**src/rtl/dlx_mem_pkg.sv**
```systemverilog
// Shared definitions for the DLX data-memory path: access-size encodings,
// controller state type, big-endian byte-enable constants and the default
// bus timeout.
package dlx_mem_pkg;

    typedef enum logic [1:0] {
        SZ_BYTE = 2'b00,
        SZ_HALF = 2'b01,
        SZ_WORD = 2'b10,
        SZ_ILL  = 2'b11
    } size_e;

    typedef enum logic [1:0] {
        ST_IDLE,
        ST_REQ,
        ST_DONE
    } state_e;

    // BusBE[3] enables the most significant lane (byte address offset 0).
    localparam logic [3:0] BE_NONE    = '0;
    localparam logic [3:0] BE_BYTE    = 4'b1000;
    localparam logic [3:0] BE_HALF_HI = 4'b1100;
    localparam logic [3:0] BE_HALF_LO = 4'b0011;
    localparam logic [3:0] BE_WORD    = '1;

    localparam int unsigned DEF_TIMEOUT = 255;

    // Halves need an even offset, words a zero offset; the 11 size is never legal.
    function automatic logic is_misaligned(input size_e size, input logic [1:0] off);
        case (size)
            SZ_BYTE: return 1'b0;
            SZ_HALF: return off[0];
            SZ_WORD: return off != 2'b00;
            default: return 1'b1;
        endcase
    endfunction

endpackage

```
**src/rtl/dmem_controller_if.sv**
```systemverilog
// External word-wide data bus of the DLX memory stage.
//   BusReq/BusWE/BusAddr/BusBE/BusWData : controller -> memory
//   BusAck/BusRData                     : memory -> controller (one-cycle ack)
interface dmem_controller_if;
    logic        BusReq;
    logic        BusWE;
    logic [31:0] BusAddr;
    logic [3:0]  BusBE;
    logic [31:0] BusWData;
    logic        BusAck;
    logic [31:0] BusRData;

    modport master (
        output BusReq, BusWE, BusAddr, BusBE, BusWData,
        input  BusAck, BusRData
    );

    modport slave (
        input  BusReq, BusWE, BusAddr, BusBE, BusWData,
        output BusAck, BusRData
    );
endinterface

```
**src/rtl/dmem_lane_align.sv**
```systemverilog
// Big-endian lane steering for the data-memory bus (purely combinational).
//   size_i, ext_i, off_i : access size, sign-extend flag, byte offset in word
//   wdata_i              : right-justified store data
//   bus_rdata_i          : raw bus read word
//   be_o                 : byte enables (bit 3 = lane at offset 0)
//   bus_wdata_o          : store data replicated across all lanes
//   rdata_o              : selected lane(s), right-justified and extended
module dmem_lane_align
    import dlx_mem_pkg::*;
(
    input  size_e       size_i,
    input  logic        ext_i,
    input  logic [1:0]  off_i,
    input  logic [31:0] wdata_i,
    input  logic [31:0] bus_rdata_i,
    output logic [3:0]  be_o,
    output logic [31:0] bus_wdata_o,
    output logic [31:0] rdata_o
);

    logic [7:0]  lane_byte;
    logic [15:0] lane_half;

    always_comb begin
        // Offset 0 is the most significant lane.
        case (off_i)
            2'd0:    lane_byte = bus_rdata_i[31:24];
            2'd1:    lane_byte = bus_rdata_i[23:16];
            2'd2:    lane_byte = bus_rdata_i[15:8];
            default: lane_byte = bus_rdata_i[7:0];
        endcase
        lane_half = off_i[1] ? bus_rdata_i[15:0] : bus_rdata_i[31:16];
    end

    always_comb begin
        be_o        = BE_NONE;
        bus_wdata_o = '0;
        rdata_o     = '0;
        case (size_i)
            SZ_BYTE: begin
                be_o        = BE_BYTE >> off_i;
                bus_wdata_o = {4{wdata_i[7:0]}};
                rdata_o     = {{24{ext_i & lane_byte[7]}}, lane_byte};
            end
            SZ_HALF: begin
                be_o        = off_i[1] ? BE_HALF_LO : BE_HALF_HI;
                bus_wdata_o = {2{wdata_i[15:0]}};
                rdata_o     = {{16{ext_i & lane_half[15]}}, lane_half};
            end
            SZ_WORD: begin
                be_o        = BE_WORD;
                bus_wdata_o = wdata_i;
                rdata_o     = bus_rdata_i;
            end
            default: ;
        endcase
    end

endmodule

```
**src/rtl/dmem_controller.sv**
```systemverilog
// Multi-cycle data-memory controller for the DLX memory stage.
//   clk, reset  : rising-edge clock, asynchronous active-low reset
//   Req/WE/Size/Ext/Addr/WData : load/store request from the memory stage
//   RData/Done  : aligned load data, valid during the one-cycle Done pulse
//   Stall       : processor-wide freeze while a transaction is pending
//   MisalignErr : one-cycle pulse for a misaligned / illegal-size request
//   BusErr      : pulses with Done when the bus timed out
//   bus         : req/ack word bus (master side)
module dmem_controller
    import dlx_mem_pkg::*;
#(
    parameter int unsigned TIMEOUT   = DEF_TIMEOUT,
    parameter int unsigned TIMEOUT_W = 8
) (
    input  logic              clk,
    input  logic              reset,
    input  logic              Req,
    input  logic              WE,
    input  logic [1:0]        Size,
    input  logic              Ext,
    input  logic [31:0]       Addr,
    input  logic [31:0]       WData,
    output logic [31:0]       RData,
    output logic              Done,
    output logic              Stall,
    output logic              MisalignErr,
    output logic              BusErr,
    dmem_controller_if.master bus
);

    state_e                 state_q, state_d;
    logic                   we_q, we_d;
    size_e                  size_q, size_d;
    logic                   ext_q, ext_d;
    logic [31:0]            addr_q, addr_d;
    logic [31:0]            wdata_q, wdata_d;
    logic [TIMEOUT_W-1:0]   cnt_q, cnt_d;
    logic                   busreq_q, busreq_d;
    logic                   err_q, err_d;
    logic [31:0]            rdata_q, rdata_d;

    logic [3:0]             be;
    logic [31:0]            bus_wdata;
    logic [31:0]            ld_data;
    logic [TIMEOUT_W-1:0]   cnt_inc;

    dmem_lane_align u_align (
        .size_i      (size_q),
        .ext_i       (ext_q),
        .off_i       (addr_q[1:0]),
        .wdata_i     (wdata_q),
        .bus_rdata_i (bus.BusRData),
        .be_o        (be),
        .bus_wdata_o (bus_wdata),
        .rdata_o     (ld_data)
    );

    assign cnt_inc = cnt_q + 1'b1;

    always_comb begin
        state_d     = state_q;
        we_d        = we_q;
        size_d      = size_q;
        ext_d       = ext_q;
        addr_d      = addr_q;
        wdata_d     = wdata_q;
        cnt_d       = cnt_q;
        busreq_d    = busreq_q;
        err_d       = err_q;
        rdata_d     = rdata_q;
        Stall       = 1'b0;
        Done        = 1'b0;
        MisalignErr = 1'b0;
        BusErr      = 1'b0;

        case (state_q)
            ST_IDLE: begin
                if (Req) begin
                    if (is_misaligned(size_e'(Size), Addr[1:0])) begin
                        MisalignErr = 1'b1;
                    end else begin
                        // Stall is raised combinationally so the pipeline
                        // freezes in the very cycle the request is seen.
                        Stall    = 1'b1;
                        we_d     = WE;
                        size_d   = size_e'(Size);
                        ext_d    = Ext;
                        addr_d   = Addr;
                        wdata_d  = WData;
                        cnt_d    = '0;
                        err_d    = 1'b0;
                        busreq_d = 1'b1;
                        state_d  = ST_REQ;
                    end
                end
            end
            ST_REQ: begin
                Stall = 1'b1;
                if (bus.BusAck) begin
                    rdata_d  = we_q ? '0 : ld_data;
                    busreq_d = 1'b0;
                    cnt_d    = '0;
                    state_d  = ST_DONE;
                end else if (cnt_inc == TIMEOUT_W'(TIMEOUT)) begin
                    // BusReq has now been high for exactly TIMEOUT cycles.
                    rdata_d  = '0;
                    busreq_d = 1'b0;
                    err_d    = 1'b1;
                    cnt_d    = '0;
                    state_d  = ST_DONE;
                end else begin
                    cnt_d = cnt_inc;
                end
            end
            ST_DONE: begin
                Done    = 1'b1;
                BusErr  = err_q;
                err_d   = 1'b0;
                state_d = ST_IDLE;
            end
            default: state_d = ST_IDLE;
        endcase
    end

    always_ff @(posedge clk or negedge reset) begin
        if (!reset) begin
            state_q  <= ST_IDLE;
            we_q     <= 1'b0;
            size_q   <= SZ_BYTE;
            ext_q    <= 1'b0;
            addr_q   <= '0;
            wdata_q  <= '0;
            cnt_q    <= '0;
            busreq_q <= 1'b0;
            err_q    <= 1'b0;
            rdata_q  <= '0;
        end else begin
            state_q  <= state_d;
            we_q     <= we_d;
            size_q   <= size_d;
            ext_q    <= ext_d;
            addr_q   <= addr_d;
            wdata_q  <= wdata_d;
            cnt_q    <= cnt_d;
            busreq_q <= busreq_d;
            err_q    <= err_d;
            rdata_q  <= rdata_d;
        end
    end

    assign RData        = rdata_q;
    assign bus.BusReq   = busreq_q;
    assign bus.BusWE    = busreq_q & we_q;
    assign bus.BusBE    = busreq_q ? be : BE_NONE;
    assign bus.BusAddr  = {addr_q[31:2], 2'b00};
    assign bus.BusWData = bus_wdata;

endmodule

```
**src/flat_wrapper.sv**
```systemverilog
// flat-port wrapper written by rule: the top's interface ports become plain ports
module dmem_controller_flat import dlx_mem_pkg::*;
#(
    parameter int unsigned TIMEOUT   = DEF_TIMEOUT,
    parameter int unsigned TIMEOUT_W = 8
)
  (clk, reset, Req, WE, Size, Ext, Addr, WData, RData, Done, Stall, MisalignErr, BusErr, bus_BusReq, bus_BusWE, bus_BusAddr, bus_BusBE, bus_BusWData, bus_BusAck, bus_BusRData);
  dmem_controller_if bus_i ();
  input  logic clk;
  input  logic reset;
  input  logic Req;
  input  logic WE;
  input  logic [1:0] Size;
  input  logic Ext;
  input  logic [31:0] Addr;
  input  logic [31:0] WData;
  output logic [31:0] RData;
  output logic Done;
  output logic Stall;
  output logic MisalignErr;
  output logic BusErr;
  output wire logic [$bits(bus_i.BusReq)-1:0] bus_BusReq;
  output wire logic [$bits(bus_i.BusWE)-1:0] bus_BusWE;
  output wire logic [$bits(bus_i.BusAddr)-1:0] bus_BusAddr;
  output wire logic [$bits(bus_i.BusBE)-1:0] bus_BusBE;
  output wire logic [$bits(bus_i.BusWData)-1:0] bus_BusWData;
  input wire logic [$bits(bus_i.BusAck)-1:0] bus_BusAck;
  input wire logic [$bits(bus_i.BusRData)-1:0] bus_BusRData;
  assign bus_BusReq = bus_i.BusReq;
  assign bus_BusWE = bus_i.BusWE;
  assign bus_BusAddr = bus_i.BusAddr;
  assign bus_BusBE = bus_i.BusBE;
  assign bus_BusWData = bus_i.BusWData;
  assign bus_i.BusAck = bus_BusAck;
  assign bus_i.BusRData = bus_BusRData;
  dmem_controller #(.TIMEOUT(TIMEOUT), .TIMEOUT_W(TIMEOUT_W)) u_core (.clk(clk), .reset(reset), .Req(Req), .WE(WE), .Size(Size), .Ext(Ext), .Addr(Addr), .WData(WData), .RData(RData), .Done(Done), .Stall(Stall), .MisalignErr(MisalignErr), .BusErr(BusErr), .bus(bus_i));
endmodule
```
**config.mk**
```make
export PLATFORM = sky130hd
export DESIGN_NAME = dmem_controller_flat
export DESIGN_NICKNAME = d
export VERILOG_FILES = /design/src/rtl/dlx_mem_pkg.sv /design/src/rtl/dmem_controller_if.sv /design/src/rtl/dmem_lane_align.sv /design/src/rtl/dmem_controller.sv /design/src/flat_wrapper.sv
export SDC_FILE = /design/constraint.sdc
export NUM_CORES = 1
export LEC_CHECK = 0
export CAP_MARGIN = 15
export CORE_MARGIN = 3
export CORE_UTILIZATION = 43
export DETAILED_ROUTE_END_ITERATION = 7
export DONT_BUFFER_PORTS = 1
export GPL_ROUTABILITY_DRIVEN = 0
export GPL_TIMING_DRIVEN = 0
export PLACE_DENSITY_LB_ADDON = 0.08
export SLEW_MARGIN = 5
export SYNTH_ARGS = -nofsm -noshare
export SYNTH_HDL_FRONTEND = slang
export SYNTH_SLANG_ARGS = --single-unit
```
**constraint.sdc**
```tcl
create_clock -name clk -period 3.3 [get_ports clk]
set_input_delay 0.66 -clock clk [delete_from_list [all_inputs] [get_ports clk]]
set_output_delay 0.66 -clock clk [all_outputs]
set_load 0.01 [all_outputs]
```
Word level (Yosys, flattened, before mapping)
Index checks and enable logic that the tools add are counted.
{"block": "totals", "ff_bits": 112, "latch_bits": 0, "out_inout_bits": 106, "elab_cells": 85, "n_memories": 0, "mem_bits_ro": 0, "mem_bits_rw": 0, "input_bits": 104}
{"block": "op_classes", "order_cmp": 0, "bitwise": 4, "eq_ne": 14, "mux": 41, "div": 0, "shifts": 1, "mul": 0, "add_sub_neg": 1, "n_reduce_logical": 14}
{"cell": "$pmux 32 s3", "count": 2}
{"cell": "$mux 32", "count": 3}
{"cell": "$mux 8", "count": 4}
{"cell": "$pmux 8 s3", "count": 1}
{"cell": "$mux 1", "count": 17}
{"cell": "$mux 16", "count": 1}
{"cell": "$pmux 8 s2", "count": 1}
{"cell": "$pmux 4 s3", "count": 1}
{"cell": "$reduce_and 3->1", "count": 3}
{"cell": "$add 8x1->8 const B", "count": 1}
{"cell": "$eq 2x1->1 const B", "count": 4}
{"cell": "$eq 2x2->1 const B", "count": 4}
{"cell": "$eq 8x8->1 const B", "count": 1}
{"cell": "$logic_not 2->1", "count": 4}
{"cell": "$mux 2", "count": 4}
{"cell": "$mux 4", "count": 2}
{"cell": "$ne 2x2->1 const B", "count": 3}
{"cell": "$pmux 1 s3", "count": 2}
{"cell": "$reduce_bool 2->1", "count": 3}
{"cell": "$reduce_and 5->1", "count": 1}
{"cell": "$pmux 1 s2", "count": 2}
{"cell": "$pmux 2 s2", "count": 1}
{"cell": "$reduce_and 4->1", "count": 1}
{"cell": "$shr 4x2->4 const A", "count": 1}
{"cell": "6 further kinds", "count": 8}

Depth between registers and ports, before layout
Gate-level depths: netlist (run 1).
{"block": "depth", "word_depth": 7, "ltp_mapped": 8}

Cells and area by module
Synthesis (run 1) repeated with hierarchy kept, for this count alone.
{"block": "hier_totals", "cells_unflattened": 504, "hier_area_um2": 5750.5}
{"mod": "dmem_controller", "n_inst": 1, "cells_per_inst": 333, "area_each_um2": 4645.7}
{"mod": "dmem_lane_align", "n_inst": 1, "cells_per_inst": 171, "area_each_um2": 1104.8}

Least setup slack after synthesis (run 1)
Ideal clock, no wire load.
{"block": "synth_path", "kind": "reg-to-output", "start": "reg u_core.size_q[1]", "end": "out bus_BusWData[16]", "path_stages_with_launch": 8, "n_path_buf": 4, "setup_slack_ns": 1.012, "t_arrival_ns": 1.628, "cell_sequence": "dfrtp_1 clkbuf_1 nor2b_1 clkbuf_1 clkbuf_1 buf_1 nand2_1 o21ai_0"}
{"block": "synth_via", "elab_chain_cells": 2, "word_cells_on_any_way": 4}
{"item": "start, declared", "line_no": "dmem_controller.sv:33", "rtl": "size_e size_q, size_d;"}
{"item": "start signal, assigned", "line_no": "dmem_controller.sv:140", "rtl": "size_q <= size_d;"}
{"item": "$eq 2x2->1, or another cell as far along", "line_no": "dmem_lane_align.sv:39", "rtl": "case (size_i)"}
{"item": "$pmux 32 s3 (*)", "line_no": "dmem_lane_align.sv:39"}
{"item": "end, declared", "line_no": "flat_wrapper.sv:26", "rtl": "output wire logic [$bits(bus_i.BusWData)-1:0] bus_BusWData;"}
Every way passes the cells marked *; elsewhere a longest branch is shown, timed or not.

Worst setup path after layout (run 1)
{"block": "layout_path", "start": "reg u_core.addr_q[1]", "end": "out bus_BusBE[0]"}
{"block": "layout_via", "elab_chain_cells": 3, "word_cells_on_any_way": 4}
{"item": "start, declared", "line_no": "dmem_controller.sv:35", "rtl": "logic [31:0] addr_q, addr_d;"}
{"item": "start signal, assigned", "line_no": "dmem_controller.sv:142", "rtl": "addr_q <= addr_d;"}
{"item": "$shr 4x2->4 / $mux 4 (equally long branches)", "line_no": "dmem_lane_align.sv:41, dmem_lane_align.sv:46"}
{"item": "$pmux 4 s3 (*)", "line_no": "dmem_lane_align.sv:39"}
{"item": "$mux 4 (*)", "line_no": "dmem_controller.sv:154", "rtl": "assign bus.BusBE = busreq_q ? be : BE_NONE;"}
{"item": "end, declared", "line_no": "flat_wrapper.sv:25", "rtl": "output wire logic [$bits(bus_i.BusBE)-1:0] bus_BusBE;"}
Marks and branches as above.

==> results of run 1 <==
-- through the flow --
| stage | cells | worst slack (ns) | total power, mW | utilization |
|---|---|---|---|---|
| 2_1_floorplan | 561 | 1.01 | 3.57 | - |
| 3_3_place_gp | 737 | 0.212 | 3.95 | 0.461 |
| 3_5_place_dp | 737 | 0.217 | 4.00 | 0.461 |
| 4_1_cts | 753 | 0.0294 | 5.19 | 0.485 |
| 5_1_grt | 755 | 0.0946 | 5.50 | 0.488 |
| 6_report | 755 | 0.264 | 5.17 | 0.488 |
-- state kept, by name, summed over array words and instances, names as in the netlist, 2 cells and up --
name	cells
u_core.RData	32
u_core.addr_q	32
u_core.cnt_q	8
u_core.size_q	2
u_core.state_q	2
u_core.wdata_q	32
-- power by group through the flow --
stage | Clock, mW | Combinational [mW] | Sequential (mW)
after floorplan | 0 | 1.48 | 2.09
after global placement | 0 | 1.76 | 2.19
after detailed placement | 0 | 1.79 | 2.21
after CTS | 1.21 | 1.80 | 2.19
after global routing | 1.26 | 2.00 | 2.23
final | 1.18 | 1.81 | 2.18
-- final cells by class --
class,instances,area [um^2],share of cell area
tap,176,220,0.0337
sequential,112,2800,0.429
timing repair buffer,2,37.5,0.00574
clock inverter,5,81.3,0.0124
clock buffer,11,233,0.0356
multi-input combinational,364,2680,0.410
inverter,15,56.3,0.00862
buffer,70,422,0.0645
-- kinds of logic (layout without fill, tap and decap cells) --
logic type,after synthesis,in the layout,synth area share
AOI/OAI and AO/OA,144,144,0.172
xor gates and xnor gates,1,1,0.00147
adders and majority gates,2,2,0.00420
buffers and inverters,85,103,0.0798
DFF,112,112,0.470
muxes,87,87,0.164
other,1,2,0.000630
and+or+nand+nor,128,128,0.107
-- per-layer routing --
metal / routed length, um / vias to the layer above / track usage
met2: 8080 / 184 / 0.348
met1: 6630 / 2169 / 0.254
met3: 1600 / 20 / 0.0795
li1: - / 2015 / -
met4: 242 / 2 / 0.0644
met5: 7 / - / 0
-- placed cells by master (no fill, tap or decap), types with 2 or more instances in the layout --
cell type  netlist  routed
clkbuf_2         1       3
buf_2            4       4
a31o_2           7       7
nand2_1         48      48
nand3_1          5       5
mux2_2          76      76
mux2i_1         10      10
a31oi_1          2       2
inv_1           14      14
nand4b_1         2       2
or2_1            2       2
a21o_1          17      17
a222oi_1         7       7
conb_1           1       2
o211ai_1         5       5
clkbuf_16        0       9
o21ai_0         22      22
a21oi_1         40      40
ha_1             2       2
buf_1            7       6
o21a_1           2       2
buf_6            4       4
a311o_1         25      25
and2_1          30      30
nor2_1          24      24
nor2b_1          2       2
clkbuf_1        22      23
and3_1           3       3
bufinv_16        0       2
nand2b_1         3       3
nand4_1          2       2
dfrtp_1        112     112
buf_4           32      32
nor3_1           2       2
a22oi_1         11      11
-- critical path: cells and delay by family, from the launching register on --
family,cells,cell delay (ns)
buffers and inverters,2,0.69
muxes,1,0.56
DFF,1,0.32
and+or+nand+nor,1,0.29
AOI/OAI and AO/OA,1,0.17
-- timing repair --
| item | in CTS | in global routing |
|---|---|---|
| setup buffers | 0 | 0 |
| endpoints found under the hold margin | 112 | 110 |
| gates resized for setup | 0 | 3 |
| endpoints found under the setup margin | 0 | 20 |
-- worst min-delay path by stage --
| stage | from | to | cells past startpoint |
|---|---|---|---|
| 5_1_grt | reset | u_core.err_q | 1 |
| 3_3_place_gp | reset | u_core.RData[10] | 0 |
| 2_1_floorplan | reset | u_core.RData[0] | 0 |
| 6_report | reset | u_core.RData[0] | 1 |
| 4_1_cts | reset | u_core.RData[9] | 0 |
| 3_5_place_dp | reset | u_core.RData[10] | 0 |
==> run summary, run 1 <==
First-pass GRT wire length: 24.6 mm
Maxcap violations: 0
Synth warnings: 0
Critical Path RT: 2.64 ns
Worst-path clk slew: 0.08 ns
Remaining antenna violation count after routing: 0
Clk buf depth: 2
Root buffer cell: clkbuf_16
Layout area overhead: 9.70%
All-Layer GR Usage: 0.210
Setup Viol. Count Final: 0
CP max-delay cell: mux2i_1
Pwr dens: 791 nW/um^2
Via count: 4390
CP Max Fanout: 10
I/O pins: 210
R2R Path Start: u_core.state_q[1]
Die Y: 124 um
Total Routed Length: 16.6 mm
Final Hold Viols: 0
Number of flops mapped to enable cells by yosys: 0
Switching power: 1.88 mW
Post-synth top cells: dfrtp_1, mux2_2, nand2_1
Crit path launch: u_core.addr_q[1]
CP cell instances: buf_2 > buf_1 > o21ai_0 > mux2i_1 > and2_1
Final worst path period share: 0.920
Hpwl dp: 12.3 mm
Crit path time final: 3.04 ns
Top_reg_cell synth: dfrtp_1
Layout Skew: 0.00897 ns
Critical path's largest stage delay: 0.56 ns
Core area: 13400 um^2
Fin. max-slew vios: 0
Status: finished, final reports clean
Worst min path class: in -> async
Initial Util: 0.445
Worst Tran Pin Value: 0.920 ns
CP Capture Point: bus_BusBE[0]
Largest net degree at the start of global routing: 113
Register area share after synthesis: 0.470
Critical path type: reg -> out
Flop2flop setup slack: 0.84 ns
Crit end category: output pin
Most frequent cell after synthesis: dfrtp_1
Top post-synthesis cells by area: dfrtp_1, mux2_2, a311o_1, buf_4, a21oi_1
First-pass DRT Iterations: 5
Logic gate share of total power: 0.351
Final instance area: 6540 um^2
RSZ-0062 raised after global routing: no
Syn_area_per_cell: 10.6 um^2
# nets final: 680
Rel. slew slack: 0.384
Yosys top cell by area: dfrtp_1
Net Sw Frac: 0.364
Post-synth top area share: 0.470
N_diodes: 0
Cell Area, Placed: 6180 um^2
Count of different cell masters after synthesis: 47
H-tree levels: 3
Port Buffers: 0
P_int: 3.29 mW
Worst r2r dst: u_core.wdata_q[29]
Die area: 15300 um^2
Vias in the first global route: 4422
Wire length per cell: 21.9 um
Max Clk Rate: 0.329 GHz
TritonCTS clock tree: built
Rows: 42
Synthesized instance count: 560
First DRT Iteration DRCs: 209
Ys async rst share: 1.00
Worst vdd ir: 375 uV
Num CTS Buffers: 9
Setup total negative slack: 0 ns
CP arrival: 2.38 ns
Seq pwr share: 0.422
Fillers: 1275
Leakage: 2.78 nW
Latest clock arrival within the worst-skew pair: 0.35 ns
Gr ovfl total: 0
Antenna violations before repair: 1
Synthesized flop and latch total: 112
Share of layout cells above drive strength 1: 0.254
Clock tree sinks: 112
Hold_ws: 0.255 ns
Reg2reg path depth: 5
Clock share of power: 0.227
Vias per inst: 5.81
DIE WIDTH: 124 um
Synthesized cell area: 5960 um^2
DRC: 0
Type of origin of the critical path: flip-flop
Note: power is estimated with default switching activity, not from simulation.
==> run 2, diff against run 1 <==
- clock period: 3.3 -> 3.51 ns (I/O delays scaled with it)
==> run 2 against run 1 <==
Cell count down 0.26%. Global-route usage did not move. Combinational power shrank 8%. Sequential power shrank 6%. Routed wire length decreased by 1.4%. Die area is the same. Largest cell class unchanged. First-iteration DRC count increased by 2.4%. Highest routed layer unchanged. Register-to-register slack better by 0.21 ns.
==> run summary, run 2 (same netlist as run 1, synthesis figures left out) <==
Status: finished, final reports clean
Antenna violations before repair: 1 (unchanged)
Die Y: 124 um (unchanged)
Layout Skew: 0.00789 ns (-0.00108 ns)
Crit end category: output pin
Core area: 13400 um^2 (unchanged)
Worst min path class: in -> async
Post-route non-filler standard cell count: 753 (-0.26%)
Maxcap violations: 0 (unchanged)
Fillers: 1278 (+0.24%)
Num CTS Buffers: 9 (unchanged)
Wire length per cell: 21.7 um (-1.2%)
CP Max Fanout: 10 (unchanged)
Via count: 4349 (-0.93%)
Crit path time final: 3.21 ns
Net Sw Frac: 0.361 (-0.00360)
Leakage: 2.76 nW (-0.72%)
Remaining antenna violation count after routing: 0 (unchanged)
Logic gate share of total power: 0.347 (-0.004)
First-pass GRT wire length: 24.6 mm (unchanged)
Critical path type: reg -> out
Most common library cell in the layout ignoring fill and taps: dfrtp_1
Hold_ws: 0.0349 ns (-0.220 ns)
Hpwl dp: 12.3 mm (unchanged)
Pwr dens: 743 nW/um^2 (-6.1%)
Seq pwr share: 0.424 (+0.002)
Largest net degree at the start of global routing: 113 (unchanged)
N_diodes: 0 (unchanged)
Commonest non-fill, non-tap cells in the layout: dfrtp_1, mux2_2, nand2_1, a21oi_1, buf_4
Worst vdd ir: 352 uV (-5.9%)
CP arrival: 2.51 ns (+0.13 ns)
Gr ovfl total: 0 (unchanged)
Type of origin of the critical path: flip-flop
I/O pins: 210 (unchanged)
RSZ-0062 raised after global routing: no
Layout area overhead: 9.05%
Latest clock arrival within the worst-skew pair: 0.35 ns (about the same)
Critical Path RT: 2.81 ns (+0.17 ns)
Vias in the first global route: 4422 (unchanged)
Setup Viol. Count Final: 0 (unchanged)
Total Routed Length: 16.3 mm (-1.4%)
DRC: 0 (unchanged)
Share of layout cells above drive strength 1: 0.251 (-0.00259)
Setup total negative slack: 0 ns (unchanged)
Initial Util: 0.445 (unchanged)
Rel. slew slack: 0.387 (+0.00340)
Port Buffers: 0 (unchanged)
Final Hold Viols: 0 (unchanged)
Die area: 15300 um^2 (unchanged)
Reg2reg path depth: 5 (unchanged)
DIE WIDTH: 124 um (unchanged)
Switching power: 1.74 mW (-7.6%)
Vias per inst: 5.78 (-0.67%)
TritonCTS clock tree: built
Root buffer cell: clkbuf_16
Cell Area, Placed: 6180 um^2 (unchanged)
Final worst path period share: 0.915
H-tree levels: 3 (unchanged)
Clock tree sinks: 112 (unchanged)
Rows: 42 (unchanged)
# nets final: 678 (-0.29%)
First-pass DRT Iterations: 4 (-1)
Final instance area: 6500 um^2 (-0.59%)
All-Layer GR Usage: 0.210 (unchanged)
Worst-path clk slew: 0.08 ns (about the same)
Inst Count DP: 737 (unchanged)
Worst Tran Pin Value: 0.915 ns (-0.00507 ns)
Fin. max-slew vios: 0 (unchanged)
Clock share of power: 0.229 (+0.002)
First DRT Iteration DRCs: 214 (+2.4%)
P_int: 3.08 mW (-6.1%)
Max Clk Rate: 0.311 GHz
Clk buf depth: 2 (unchanged)
[run 2: changes by cell type in the layout (fill, tap and decap cells not counted), sizes merged]
| cell | before | now |
|---|---|---|
| buf | 47 | 46 |
| dlygate4sd3 | 1 | 0 |
[run 2: per-layer routing]
metal / wire, um / GRT usage / share of wire / vias up
met4: 248 / 0.0644 / 0.015 / 2
met3: 1660 / 0.0795 / 0.10 / 20
met2: 8040 / 0.348 / 0.49 / 177
met5: 7 / 0 / 0.00043 / -
met1: 6370 / 0.254 / 0.39 / 2143
li1: - / - / - / 2007
[run 2: final cells by class]
type / instances / area, um^2 / share of cell area
flip-flops and latches: 112 / 2800 / 0.431
multi-input cells: 364 / 2680 / 0.413
plain buffers: 70 / 420 / 0.0647
clock buffers: 11 / 233 / 0.0358
well taps: 176 / 220 / 0.0339
clock inverters: 5 / 81.3 / 0.0125
inverters: 15 / 56.3 / 0.00867
[run 2: through the flow]
stage                     power [mW]  setup slack [ns]  utilization
after floorplan                 3.36              1.18            -
after global placement          3.71             0.380        0.461
after detailed placement        3.76             0.385        0.461
after CTS                       4.88             0.197        0.485
after global routing            5.13            0.0738        0.485
final                           4.83             0.297        0.485
[run 2: power groups by stage]
stage | clock network, mW | logic, mW | registers [mW]
2_1_floorplan | 0 | 1.39 | 1.96
3_3_place_gp | 0 | 1.66 | 2.06
3_5_place_dp | 0 | 1.68 | 2.08
4_1_cts | 1.14 | 1.69 | 2.06
5_1_grt | 1.19 | 1.84 | 2.10
6_report | 1.10 | 1.67 | 2.05
[run 2: critical path: stages, from the launching register on]
cell and delay (ns):
dfrtp_1 0.32, clkbuf_1 0.32, nor2b_1 0.18, clkbuf_1 0.22, clkbuf_1 0.44, buf_1 0.42, a21o_1 0.25
[run 2: final timing paths]
| path | startpoint | to | slack, ns |
|---|---|---|---|
| max in group asynchronous | reset | u_core.wdata_q[8] | 3.32 |
| setup / recovery | u_core.size_q[1] | bus_BusWData[25] | 0.30 |
| min in group clk | Addr[12] | u_core.addr_q[12] | 0.49 |
| hold reg to reg | u_core.addr_q[16] | u_core.addr_q[16] | 0.51 |
| hold / removal | reset | u_core.err_q | 0.03 |
| setup reg to reg | u_core.state_q[1] | u_core.wdata_q[29] | 1.05 |
[run 2: timing repair]
action	in CTS	in global routing
resized for setup	0	1
hold buffers	0	0
buffers inserted	0	0
endpoints found under the setup margin	0	8
endpoints found under the hold margin	0	0
